--- src/rtl/button_event_decoder_pkg.sv ---
// Shared types and timing helpers for the button front-end blocks (debouncer, event decoder).
package button_pkg;

    typedef enum logic [1:0] {IDLE, PRESSED, LONG_HELD} btn_state_t;

    function automatic int unsigned ms_to_cycles(input int unsigned ms, input int unsigned clk_mhz);
        return ms * clk_mhz * 1000;
    endfunction

    // Counter width able to hold both terminal values; never narrower than one bit.
    function automatic int unsigned cnt_width(input int unsigned a, input int unsigned b);
        int unsigned m;
        m = (a > b) ? a : b;
        return ($clog2(m) < 1) ? 1 : $clog2(m);
    endfunction

endpackage

--- src/rtl/button_event_decoder_if.sv ---
// Level in, single-cycle events out, between the debouncer and the UI control FSM.
interface button_event_decoder_if;
    logic value_in;
    logic press;
    logic release_pulse;
    logic short_click;
    logic long_press;
    logic repeat_pulse;
    logic held;

    modport master (
        input  value_in,
        output press, release_pulse, short_click, long_press, repeat_pulse, held
    );

    modport slave (
        output value_in,
        input  press, release_pulse, short_click, long_press, repeat_pulse, held
    );
endinterface

--- src/rtl/button_event_decoder_edge_detector.sv ---
// Registers a synchronous level once and reports its rising and falling edges.
module edge_detector #(
    parameter logic RESET_LEVEL = 1'b0
) (
    input  logic clk,
    input  logic rstN,
    input  logic level,
    output logic rise,
    output logic fall
);

    logic value_q;

    always_ff @(posedge clk or negedge rstN) begin
        if (!rstN) begin
            value_q <= RESET_LEVEL;
        end else begin
            value_q <= level;
        end
    end

    assign rise = level  & ~value_q;
    assign fall = ~level &  value_q;

endmodule

--- src/rtl/button_event_decoder.sv ---
// Turns a debounced button level into press/release/click/long-press/auto-repeat events.
//
//   state     | meaning
//   ----------+--------------------------------------------------------------
//   IDLE      | button up, waiting for a press edge
//   PRESSED   | held for less than the long-press time; release gives a click
//   LONG_HELD | long press already reported; counting auto-repeat periods
module button_event_decoder
    import button_pkg::*;
#(
    parameter int unsigned CLK_FREQ      = 50,
    parameter int unsigned LONG_PRESS_MS = 500,
    parameter int unsigned REPEAT_MS     = 100,
    parameter logic        ACTIVE_LEVEL  = 1'b1
) (
    input logic               clk,
    input logic               rstN,
    button_event_decoder_if.master bus
);

    localparam int unsigned LONG_CYCLES   = ms_to_cycles(LONG_PRESS_MS, CLK_FREQ);
    localparam int unsigned REPEAT_CYCLES = ms_to_cycles(REPEAT_MS, CLK_FREQ);
    localparam int unsigned CNT_W         = cnt_width(LONG_CYCLES, REPEAT_CYCLES);
    localparam logic [CNT_W-1:0] LONG_TC   = CNT_W'(LONG_CYCLES - 1);
    localparam logic [CNT_W-1:0] REPEAT_TC = CNT_W'(REPEAT_CYCLES - 1);

    btn_state_t       state;
    logic [CNT_W-1:0] count;
    logic             active;
    logic             rise;
    logic             fall;
    logic             press_q, release_q, short_q, long_q, repeat_q, held_q;

    // Normalise polarity so the edge detector always sees "1 = pressed".
    assign active = (bus.value_in == ACTIVE_LEVEL);

    edge_detector #(
        .RESET_LEVEL(1'b0)
    ) u_edge (
        .clk  (clk),
        .rstN (rstN),
        .level(active),
        .rise (rise),
        .fall (fall)
    );

    always_ff @(posedge clk or negedge rstN) begin
        if (!rstN) begin
            state     <= IDLE;
            count     <= '0;
            press_q   <= 1'b0;
            release_q <= 1'b0;
            short_q   <= 1'b0;
            long_q    <= 1'b0;
            repeat_q  <= 1'b0;
            held_q    <= 1'b0;
        end else begin
            press_q   <= 1'b0;
            release_q <= 1'b0;
            short_q   <= 1'b0;
            long_q    <= 1'b0;
            repeat_q  <= 1'b0;
            case (state)
                IDLE: begin
                    if (rise) begin
                        press_q <= 1'b1;
                        held_q  <= 1'b1;
                        count   <= '0;
                        state   <= PRESSED;
                    end
                end
                PRESSED: begin
                    // Release takes priority over reaching the terminal count.
                    if (fall) begin
                        release_q <= 1'b1;
                        short_q   <= 1'b1;
                        held_q    <= 1'b0;
                        count     <= '0;
                        state     <= IDLE;
                    end else if (count == LONG_TC) begin
                        long_q <= 1'b1;
                        count  <= '0;
                        state  <= LONG_HELD;
                    end else begin
                        count <= count + 1'b1;
                    end
                end
                LONG_HELD: begin
                    if (fall) begin
                        release_q <= 1'b1;
                        held_q    <= 1'b0;
                        count     <= '0;
                        state     <= IDLE;
                    end else if (count == REPEAT_TC) begin
                        repeat_q <= 1'b1;
                        count    <= '0;
                    end else begin
                        count <= count + 1'b1;
                    end
                end
                default: begin
                    state  <= IDLE;
                    count  <= '0;
                    held_q <= 1'b0;
                end
            endcase
        end
    end

    assign bus.press         = press_q;
    assign bus.release_pulse = release_q;
    assign bus.short_click   = short_q;
    assign bus.long_press    = long_q;
    assign bus.repeat_pulse  = repeat_q;
    assign bus.held          = held_q;

endmodule

--- src/flat_wrapper.sv ---
// flat-port wrapper written by rule: the top's interface ports become plain ports
module button_event_decoder_flat import button_pkg::*;
#(
    parameter int unsigned CLK_FREQ      = 50,
    parameter int unsigned LONG_PRESS_MS = 500,
    parameter int unsigned REPEAT_MS     = 100,
    parameter logic        ACTIVE_LEVEL  = 1'b1
)
  (clk, rstN, bus_value_in, bus_press, bus_release_pulse, bus_short_click, bus_long_press, bus_repeat_pulse, bus_held);
  button_event_decoder_if bus_i ();
  input logic clk;
  input logic rstN;
  input wire logic [$bits(bus_i.value_in)-1:0] bus_value_in;
  output wire logic [$bits(bus_i.press)-1:0] bus_press;
  output wire logic [$bits(bus_i.release_pulse)-1:0] bus_release_pulse;
  output wire logic [$bits(bus_i.short_click)-1:0] bus_short_click;
  output wire logic [$bits(bus_i.long_press)-1:0] bus_long_press;
  output wire logic [$bits(bus_i.repeat_pulse)-1:0] bus_repeat_pulse;
  output wire logic [$bits(bus_i.held)-1:0] bus_held;
  assign bus_i.value_in = bus_value_in;
  assign bus_press = bus_i.press;
  assign bus_release_pulse = bus_i.release_pulse;
  assign bus_short_click = bus_i.short_click;
  assign bus_long_press = bus_i.long_press;
  assign bus_repeat_pulse = bus_i.repeat_pulse;
  assign bus_held = bus_i.held;
  button_event_decoder #(.CLK_FREQ(CLK_FREQ), .LONG_PRESS_MS(LONG_PRESS_MS), .REPEAT_MS(REPEAT_MS), .ACTIVE_LEVEL(ACTIVE_LEVEL)) u_core (.clk(clk), .rstN(rstN), .bus(bus_i));
endmodule
--- config.mk ---
export PLATFORM = sky130hd
export DESIGN_NAME = button_event_decoder_flat
export DESIGN_NICKNAME = d
export VERILOG_FILES = /design/src/rtl/button_event_decoder_pkg.sv /design/src/rtl/button_event_decoder_if.sv /design/src/rtl/button_event_decoder_edge_detector.sv /design/src/rtl/button_event_decoder.sv /design/src/flat_wrapper.sv
export SDC_FILE = /design/constraint.sdc
export NUM_CORES = 1
export LEC_CHECK = 0
export ABC_AREA = 1
export CAP_MARGIN = 20
export CORE_UTILIZATION = 60
export DETAILED_ROUTE_END_ITERATION = 8
export PLACE_DENSITY = 0.9
export SLEW_MARGIN = 20
export SYNTH_ARGS = -nofsm -noshare
export SYNTH_HDL_FRONTEND = slang
export SYNTH_HIERARCHICAL = 1
export SYNTH_SLANG_ARGS = --single-unit
--- constraint.sdc ---
create_clock -name clk -period 2.2 [get_ports clk]
set_clock_uncertainty 0.15 [all_clocks]
set_input_delay 0.55 -clock clk [delete_from_list [all_inputs] [get_ports clk]]
set_output_delay 0.55 -clock clk [all_outputs]
set_load 0.01 [all_outputs]
==> results.yml <==
status:
  outcome: "complete, no violations"
cts:
  clock_latency_ns: 0.29
  cts-hold-fix-buffers: 0
  h-tree-depth: 2
  clockBufferDepth: 2
  cts.repair.resized: 0
  cts_setup_buffers: 0
  clkSinkCount: 34
  path_clk_slew_ns: 0.07
  cts_tree: "yes"
  cts_made_buffers: 5
  cts_root_buf: "clkbuf_8"
layout:
  drive_gt1_frac: 0.111
  final_util: 0.694
  finalNetCount: 349
  syn_to_final_growth_pct: 10.2
  top_regs: "u_core/count: 25 flops, u_core/state: 2 flops"
  diodes: 0
  max_flop_register: "u_core/count"
  largest_register_ffs: 25
sta:
  setup_viol: 0
  tightest_slew_ns: 0.428
  report.final.slew_viol_count: 0
  relSlewSlack: 0.715
  finalSetupTns_ns: 0
  rsz0062_at_grt: "false"
  timing.fmax_ghz: 0.508
  hold_violations: 0
  fin_crit_sh: 0.894
  period_minus_slack_ns: 1.97
  timing.hold.ws_ns: 0.376
yosys:
  synth_top_family_by_area: "simple AND/OR/NAND/NOR gates"
  yosys.area_share.simple: 0.463
  synth.area.top_cells: "dfrtp_1 (37%), nand2_1 (19%), nand3_1 (7.6%)"
  yosysWarnings: 6
  syn-num-nets: 337
  synth.most_common_cell: "nand2_1"
  synth-edff-count: 0
  synthAdderAreaFrac: 0.0217
  ys_ff_latch: 34
  synth_compound_area_frac: 0.00977
  async_reset_ff_frac: 1.00
  yosysTopAreaCellShare: 0.369
  synthFlopType: "dfrtp_1"
  synth-xor-area-share: 0.0456
  synth_common_cells: "nand2_1 (114), inv_1 (40), nor2_1 (37)"
  synth_area_leader_cell: "dfrtp_1"
  synth_seq_area_share: 0.369
  syn_area_um2: 2300
  syn_area_per_cell_um2: 6.98
  synthMuxAreaShare: 0
  yosysUniqueCellTypes: 24
  netlist_instances: 330
grt:
  antenna_found_initial: 0
  grt_pass1_vias: 1993
  grt_overflow_total: 0
  grt_pass1_wl_um: 8700
  grt_max_degree: 35
  grt_usage: 0.276
pwr:
  irDropWorstVdd_uv: 964
  cellLeakagePower_nw: 1.32
  powerDensity_nw_per_um2: 750
setup_path:
  critPathBufInv: 0
  crit_type: "reg2reg"
  cp.required_ns: 2.23
  critPathMaxStageDelay_ns: 0.41
  arrival_ns: 2.00
  cpMaxStageDelayCell: "dfrtp_1"
  worst-path-max-fanout: 25
  end_kind: "register"
  cp_cell_sequence: "ha_1 -> nand3_2 -> nor2_4 -> nand4_1 -> nand2_2 -> nand2_4 -> nand3_1 -> nand2_1"
  worst_setup_path_start_kind: "register"
  crit_family: "simple AND/OR/NAND/NOR gates"
min_path:
  min_path_type: "reg2reg"
place:
  io_buffers: 8
  dpl.hpwl_um: 3420
  gp_congestion: 0.874
drt:
  totalWireLength_um: 4820
  viasPerCell: 5.28
  vias: 2066
  drt-initial-drc-count: 133
  antenna_left: 0
  wl_per_cell_um: 12.3
  dr.pass1.iters: 4
  drc_errors: 0
floorplan:
  rows: 22
  dieArea_um2: 4090
  start_util: 0.630
  die_h_um: 64.0
  ios: 9
  die_x_um: 64.0
  fp.coreArea_um2: 3660
run:
  drv_cap: 0
## worst min-delay path, stage by stage, from the launching register on
cell     delay, ns
dfrtp_1       0.38
nand2_1       0.06
nand2_1       0.05
## final timing paths
check	from	end	slack (ns)	depth (start not counted)
worst max-delay path	u_core/count[0]	u_core/count[14]	0.23	8
worst min-delay path	u_core/state[1]	u_core/state[1]	0.38	2
worst max register to register	u_core/count[0]	u_core/count[14]	0.23	8
worst min register to register	u_core/state[1]	u_core/state[1]	0.38	2
max in group asynchronous	rstN	u_core/count[13]	1.07	2
min in group asynchronous	rstN	u_core/count[17]	0.52	2
## stage by stage
step	total power [W]	cell area (um2)	setup WS, ns	cells
after floorplan	0.00122	2300	0.424	330
after global placement	0.00141	2450	0.0937	383
after detailed placement	0.00143	2450	0.0213	383
after CTS	0.00191	2540	0.229	391
after global routing	0.00201	2540	0.0669	391
final	0.00190	2540	0.233	391
## area by class of cell
type | instances | area [um2]
Fill cell | 322 | 1120
Timing Repair Buffer | 14 | 138
Tap cell | 48 | 60.1
Multi-Input combinational cell | 246 | 1250
Inverter | 41 | 154
Sequential cell | 34 | 851
Clock inverter | 1 | 5.00
Clock buffer | 7 | 86.3
## report_power, final
part / switching (W) / internal, W
sequential: 0.0000351 / 0.000671
combinational: 0.000502 / 0.000221
clock: 0.000223 / 0.000252
## placed cells by master, fill, tap and decap left out, drive strengths merged
cell type / netlist / layout
clkinv: 0 / 1
nor3: 4 / 4
o21ai: 1 / 1
xnor2: 4 / 4
clkdlybuf4s50: 0 / 8
nand3: 45 / 45
nand2: 120 / 120
buf: 6 / 6
nor2: 44 / 44
xor2: 8 / 8
inv: 41 / 41
nand3b: 1 / 1
o21bai: 1 / 1
dfrtp: 34 / 34
nand4: 12 / 12
ha: 4 / 4
clkbuf: 3 / 7
a21oi: 2 / 2
## kinds of logic (layout without fill, tap and decap cells)
family | Yosys count | count (layout)
AO/OA/AOI/OAI | 4 | 4
XOR/XNOR | 12 | 12
flip-flops | 34 | 34
AND/OR/NAND/NOR | 226 | 226
adder cells (fa/ha/maj) | 4 | 4
buffers and inverters | 50 | 63
## per-layer routing
| layer | global-route usage | wire length (um) |
|---|---|---|
| met3 | 0.0643 | 183 |
| met1 | 0.338 | 2220 |
| met5 | 0 | 0 |
| met4 | 0.114 | 78 |
| met2 | 0.464 | 2340 |
Power figures use the tool's default switching activity.
==> patch 1 (config.mk and constraints unchanged) <==
`REPEAT_MS` is set to 100 in 2 places; all go to 50.
--- a/src/rtl/button_event_decoder.sv
+++ b/src/rtl/button_event_decoder.sv
@@ -10,7 +10,7 @@
 #(
     parameter int unsigned CLK_FREQ      = 50,
     parameter int unsigned LONG_PRESS_MS = 500,
-    parameter int unsigned REPEAT_MS     = 100,
+    parameter int unsigned REPEAT_MS     = 50,
     parameter logic        ACTIVE_LEVEL  = 1'b1
 ) (
     input logic               clk,
--- a/src/flat_wrapper.sv
+++ b/src/flat_wrapper.sv
@@ -3,7 +3,7 @@
 #(
     parameter int unsigned CLK_FREQ      = 50,
     parameter int unsigned LONG_PRESS_MS = 500,
-    parameter int unsigned REPEAT_MS     = 100,
+    parameter int unsigned REPEAT_MS     = 50,
     parameter logic        ACTIVE_LEVEL  = 1'b1
 )
   (clk, rstN, bus_value_in, bus_press, bus_release_pulse, bus_short_click, bus_long_press, bus_repeat_pulse, bus_held);
Check against the original RTL: no difference found for any inputs over 10 cycles, from zero or initial values and one cycle with rstN low; that may be too few to reach the edited logic, so the function may still have changed.
==> patch 1 against the original RTL <==
- final area shrank 1.4%
- sequential cell count is the same
- first-iteration DRC count grew 14%
- non-clock buffer count grew 3
- area after synthesis shrank 2.7%
- clock power shrank 0.8%
- cell count grew 2.3%
- power shrank 2.2%
- setup slack lost 0.014 ns
- routed wire length grew 2.9%
- utilization grew 2.8 points
- largest power group is now sequential cells
==> patch 1: results (changes against the original RTL) <==
metric;value;unit;change
pre_cts_ws;-0.1141;ns;was 0.02131 ns
synthDistinctLibCells;22;;was 24
p_sw;0.7300;mW;was 0.7610 mW
synth_top_flop_cell;dfrtp_1;;unchanged
ys_seq_area_frac;0.3793;;was 0.3692
wl_per_cell;12.42;microns;was 12.34 microns
cts_inserted_buffers;5;;unchanged
dp_cells;392;;was 383
critPathSlowestCell;clkdlybuf4s50_1;;was dfrtp_1
syn_nets;342;;was 337
path_clk_slew;0.07;ns;about the same
p_leak;1.308;nW;was 1.317 nW
clockRootBuffer;clkbuf_8;;unchanged
antenna_cells;0;;unchanged
cp-startpoint;bus_value_in;;was u_core/count[0]
grt_usage;0.2772;;was 0.2761
holdWs;0.3588;ns;was 0.3758 ns
dpl.hpwl;3653;microns;was 3424 microns
routed_wirelength;4966;microns;was 4824 microns
r2r-start;u_core/count[0];;unchanged
synth_common_cells;nand2_1, inv_1, nor2_1;;unchanged
status;complete, no violations;;unchanged
synth_compound_area_frac;0.03067;;was 0.009772
place_area;2410;sq um;was 2449 sq um
p_seq_frac;0.377;;was 0.371
cp.arrival;1.99;ns;
num-nets-final;360;;was 349
crit_end;u_core/count[4];;was u_core/count[14]
worstSkewPairLatency;0.29;ns;about the same
gp_congestion;0.9835;;was 0.8742
worstReg2RegEnd;u_core/count[0];;was u_core/count[14]
dr.pass1.iters;5;;was 4
grt_pass1_vias;1996;;was 1993
netlist_top_cells_area;dfrtp_1, nand2_1, nand3_1, inv_1, nor2_1;;unchanged
vdd.ir_drop.worst;471.6;uV;was 964.4 uV
synth.avg_cell_area;6.697;sq um;was 6.984 sq um
hold_start;u_core/count[24];;was u_core/state[1]
synth_xor_area_frac;0.03123;;was 0.04560
cts.path.max_buffers;2;;unchanged
hold_path.class;reg2reg;;unchanged
path_max_fanout;24;;was 25
drtIter0Drc;151;;was 133
rrSetupSlack;0.25;ns;was 0.23 ns
vias;2151;;was 2066
yosys.area.top_type_share;0.3793;;was 0.3692
async_flop_share;1.000;;unchanged
cp_top_family;buffers and inverters;;was simple AND/OR/NAND/NOR gates
grt_pass1_wl;8604;microns;was 8700 microns
powerDensity;744.3;nW/um^2;was 750.0 nW/um^2
powerClk;0.472;mW;was 0.476 mW
synthMuxAreaShare;0;;unchanged
drive_gt1_frac;0.08757;;was 0.1108
r2r_cells;10;;was 8
synth_fa_ha_area_frac;0.02231;;was 0.02172
worst_slew_pin_slew;0.4352;ns;was 0.4278 ns
period_needed;1.981;ns;was 1.967 ns
holdPathEnd;u_core/count[24];;was u_core/state[1]
-- patch 1: changes by cell type in the layout (fill, tap and decap cells not counted), sizes merged, moves of 3 or more --
cell and change:
nand4 -8, buf +3, o21ai +8, xnor2 -4, nand3b +6, inv +3, nand3 -5, nand2 +6
-- patch 1: cell type report --
cell class | count | area (sq um)
flip-flops and latches | 34 | 850.8
fillers | 280 | 964.7
clock inverters | 1 | 5.005
inverters | 44 | 165.2
repair buffers | 17 | 147.6
well taps | 46 | 57.56
multi-input cells | 251 | 1191
clock buffers | 7 | 86.33
-- patch 1: routing by layer --
layer	wire [microns]	part of all wire	up-vias	track usage
met3	363	0.073	10	0.05616
met5	0	0	-	0
li1	-	-	1072	-
met2	2291	0.46	89	0.4288
met4	89	0.018	0	0.1105
met1	2222	0.45	980	0.3779
-- patch 1: what timing repair did --
action	CTS	global route
endpoints found under the setup margin	0	1
hold buffers	0	0
gates resized for setup	0	1
==> patch 2 (same flow settings) <==
Made on the original files. The 3 states of `btn_state_t` get a one-hot encoding in 3 bits.
--- a/src/rtl/button_event_decoder_pkg.sv
+++ b/src/rtl/button_event_decoder_pkg.sv
@@ -1,7 +1,7 @@
 // Shared types and timing helpers for the button front-end blocks (debouncer, event decoder).
 package button_pkg;
 
-    typedef enum logic [1:0] {IDLE, PRESSED, LONG_HELD} btn_state_t;
+    typedef enum logic [2:0] {IDLE = 3'b001, PRESSED = 3'b010, LONG_HELD = 3'b100} btn_state_t;
 
     function automatic int unsigned ms_to_cycles(input int unsigned ms, input int unsigned clk_mhz);
         return ms * clk_mhz * 1000;
Function: no difference found for any inputs over 10 cycles, from zero or initial values and one cycle with rstN low; not proved beyond that.
==> patch 2 against the original RTL <==
- sequential share of layout area is 2.2 points higher
- sequential cell count is 1 higher
- sequential power is 3% higher
- die area is 4.2% lower
- cell count is 4.1% higher
- setup slack better by 0.021 ns
- area after synthesis is 4.3% lower
- power is 16% lower
- routed wire length is 5.9% higher
- first-iteration DRC count is 28% higher
- count of clock-buffer cells in the layout is 2 lower
- fmax is 1.1% higher
- final area is 3.2% lower
- worst hold slack worse by 0.032 ns
- critical endpoint is now bus_held
- largest cell class unchanged
- largest power group is now sequential cells
==> patch 2: results (changes against the original RTL) <==
metric;value;unit;change
hold_path.class;reg2reg;;unchanged
dp_cells;399;;was 383
n_fill_cell;296;;was 322
htree_levels;2;;unchanged
hold_violations;0;;unchanged
synth.avg_cell_area;6.542;sq um;was 6.984 sq um
drtIter0Drc;170;;was 133
wl_per_cell;12.55;microns;was 12.34 microns
vias;2199;;was 2066
portBuffers;8;;unchanged
drive_gt1_frac;0.1053;;was 0.1108
routed_wirelength;5108;microns;was 4824 microns
ys_seq_area_frac;0.3978;;was 0.3692
powerClk;0.342;mW;was 0.476 mW
critPathSlowestCell;clkdlybuf4s50_1;;was dfrtp_1
cts_inserted_buffers;5;;unchanged
cts.path.max_buffers;2;;unchanged
dr.pass1.iters;5;;was 4
syn_nets;341;;was 337
num-nets-final;364;;was 349
ctsHoldBuffers;0;;unchanged
antenna_found_initial;0;;unchanged
worstSkewPairLatency;0.35;ns;was 0.29 ns
synth_common_cells;nand2_1, inv_1, nor2_1;;unchanged
cts_setup_buffers;0;;unchanged
grt_max_degree;36;;was 35
vdd.ir_drop.worst;520.1;uV;was 964.4 uV
cp.arrival;1.25;ns;was 2.00 ns
worst_slew_pin_slew;0.4425;ns;was 0.4278 ns
clockRootBuffer;clkbuf_4;;was clkbuf_8
top_regs;u_core/count: 25 flops, u_core/state: 3 flops;;was u_core/count: 25 flops, u_core/state: 2 flops
path_clk_slew;0.11;ns;was 0.07 ns
comb_cell_power;0.533;mW;was 0.723 mW
synthDistinctLibCells;24;;unchanged
dpl.hpwl;3791;microns;was 3424 microns
post_cts_resized;0;;unchanged
ant_nets;0;;unchanged
synth_warnings;6;;unchanged
cpPeakStageDelay;0.53;ns;was 0.41 ns
netlist_top_cells_area;dfrtp_1, nand2_1, inv_1, nor2_1, nand3_1;;was dfrtp_1, nand2_1, nand3_1, inv_1, nor2_1
grt_usage;0.2959;;was 0.2761
path_max_fanout;2;;was 25
grt_pass1_vias;2074;;was 1993
grt_pass1_wl;8997;microns;was 8700 microns
gp_congestion;0.9442;;was 0.8742
status;complete, no violations;;unchanged
p_leak;1.304;nW;was 1.317 nW
cp_top_family;buffers and inverters;;was simple AND/OR/NAND/NOR gates
p_sw;0.6020;mW;was 0.7610 mW
patch 2: cell type report:
class,count,area share
clock inverter,3,0.006107
multi-input combinational,232,0.4285
inverter,66,0.1008
tap,46,0.02341
sequential,35,0.3567
clock buffer,5,0.01527
timing repair buffer,20,0.06921
patch 2: kinds of logic after synthesis:
| group | after synthesis | share of synthesized area |
|---|---|---|
| buf+inv | 70 | 0.1243 |
| fa+ha+maj | 1 | 0.005674 |
| compound gates | 8 | 0.01873 |
| simple gates | 215 | 0.4217 |
| flops | 35 | 0.3978 |
| xor+xnor | 8 | 0.03178 |
patch 2: stage by stage:
step                area (sq um)  setup WS (ns)  power, mW  hold slack, ns
finish                      2459         0.2538      1.599          0.3435
global route                2459        0.07955      1.686          0.3931
CTS                         2459         0.2445      1.603          0.3407
detailed placement          2406       -0.07484      1.257          0.3151
global placement            2406       -0.02338      1.242          0.3077
floorplan                   2205         0.5176      1.037          0.1044
patch 2: metal layers:
layer | wire [microns] | GRT usage | part of all wire
met5 | 0 | 0 | 0
met3 | 360 | 0.06569 | 0.070
met4 | 153 | 0.1453 | 0.030
met1 | 2206 | 0.3704 | 0.43
met2 | 2388 | 0.4810 | 0.47
patch 2: worst paths after layout:
| path | slack [ns] | to | startpoint | cells after the start |
|---|---|---|---|---|
| max | 0.25 | bus_held | u_core/bus.held | 1 |
| min | 0.34 | u_core/bus.held | u_core/bus.held | 2 |
| max reg2reg | 0.28 | u_core/count[11] | u_core/count[1] | 11 |
| min reg2reg | 0.34 | u_core/bus.held | u_core/bus.held | 2 |
| max in group asynchronous | 1.12 | u_core/state[0] | rstN | 2 |
| min in group asynchronous | 0.44 | u_core/bus.press | rstN | 2 |
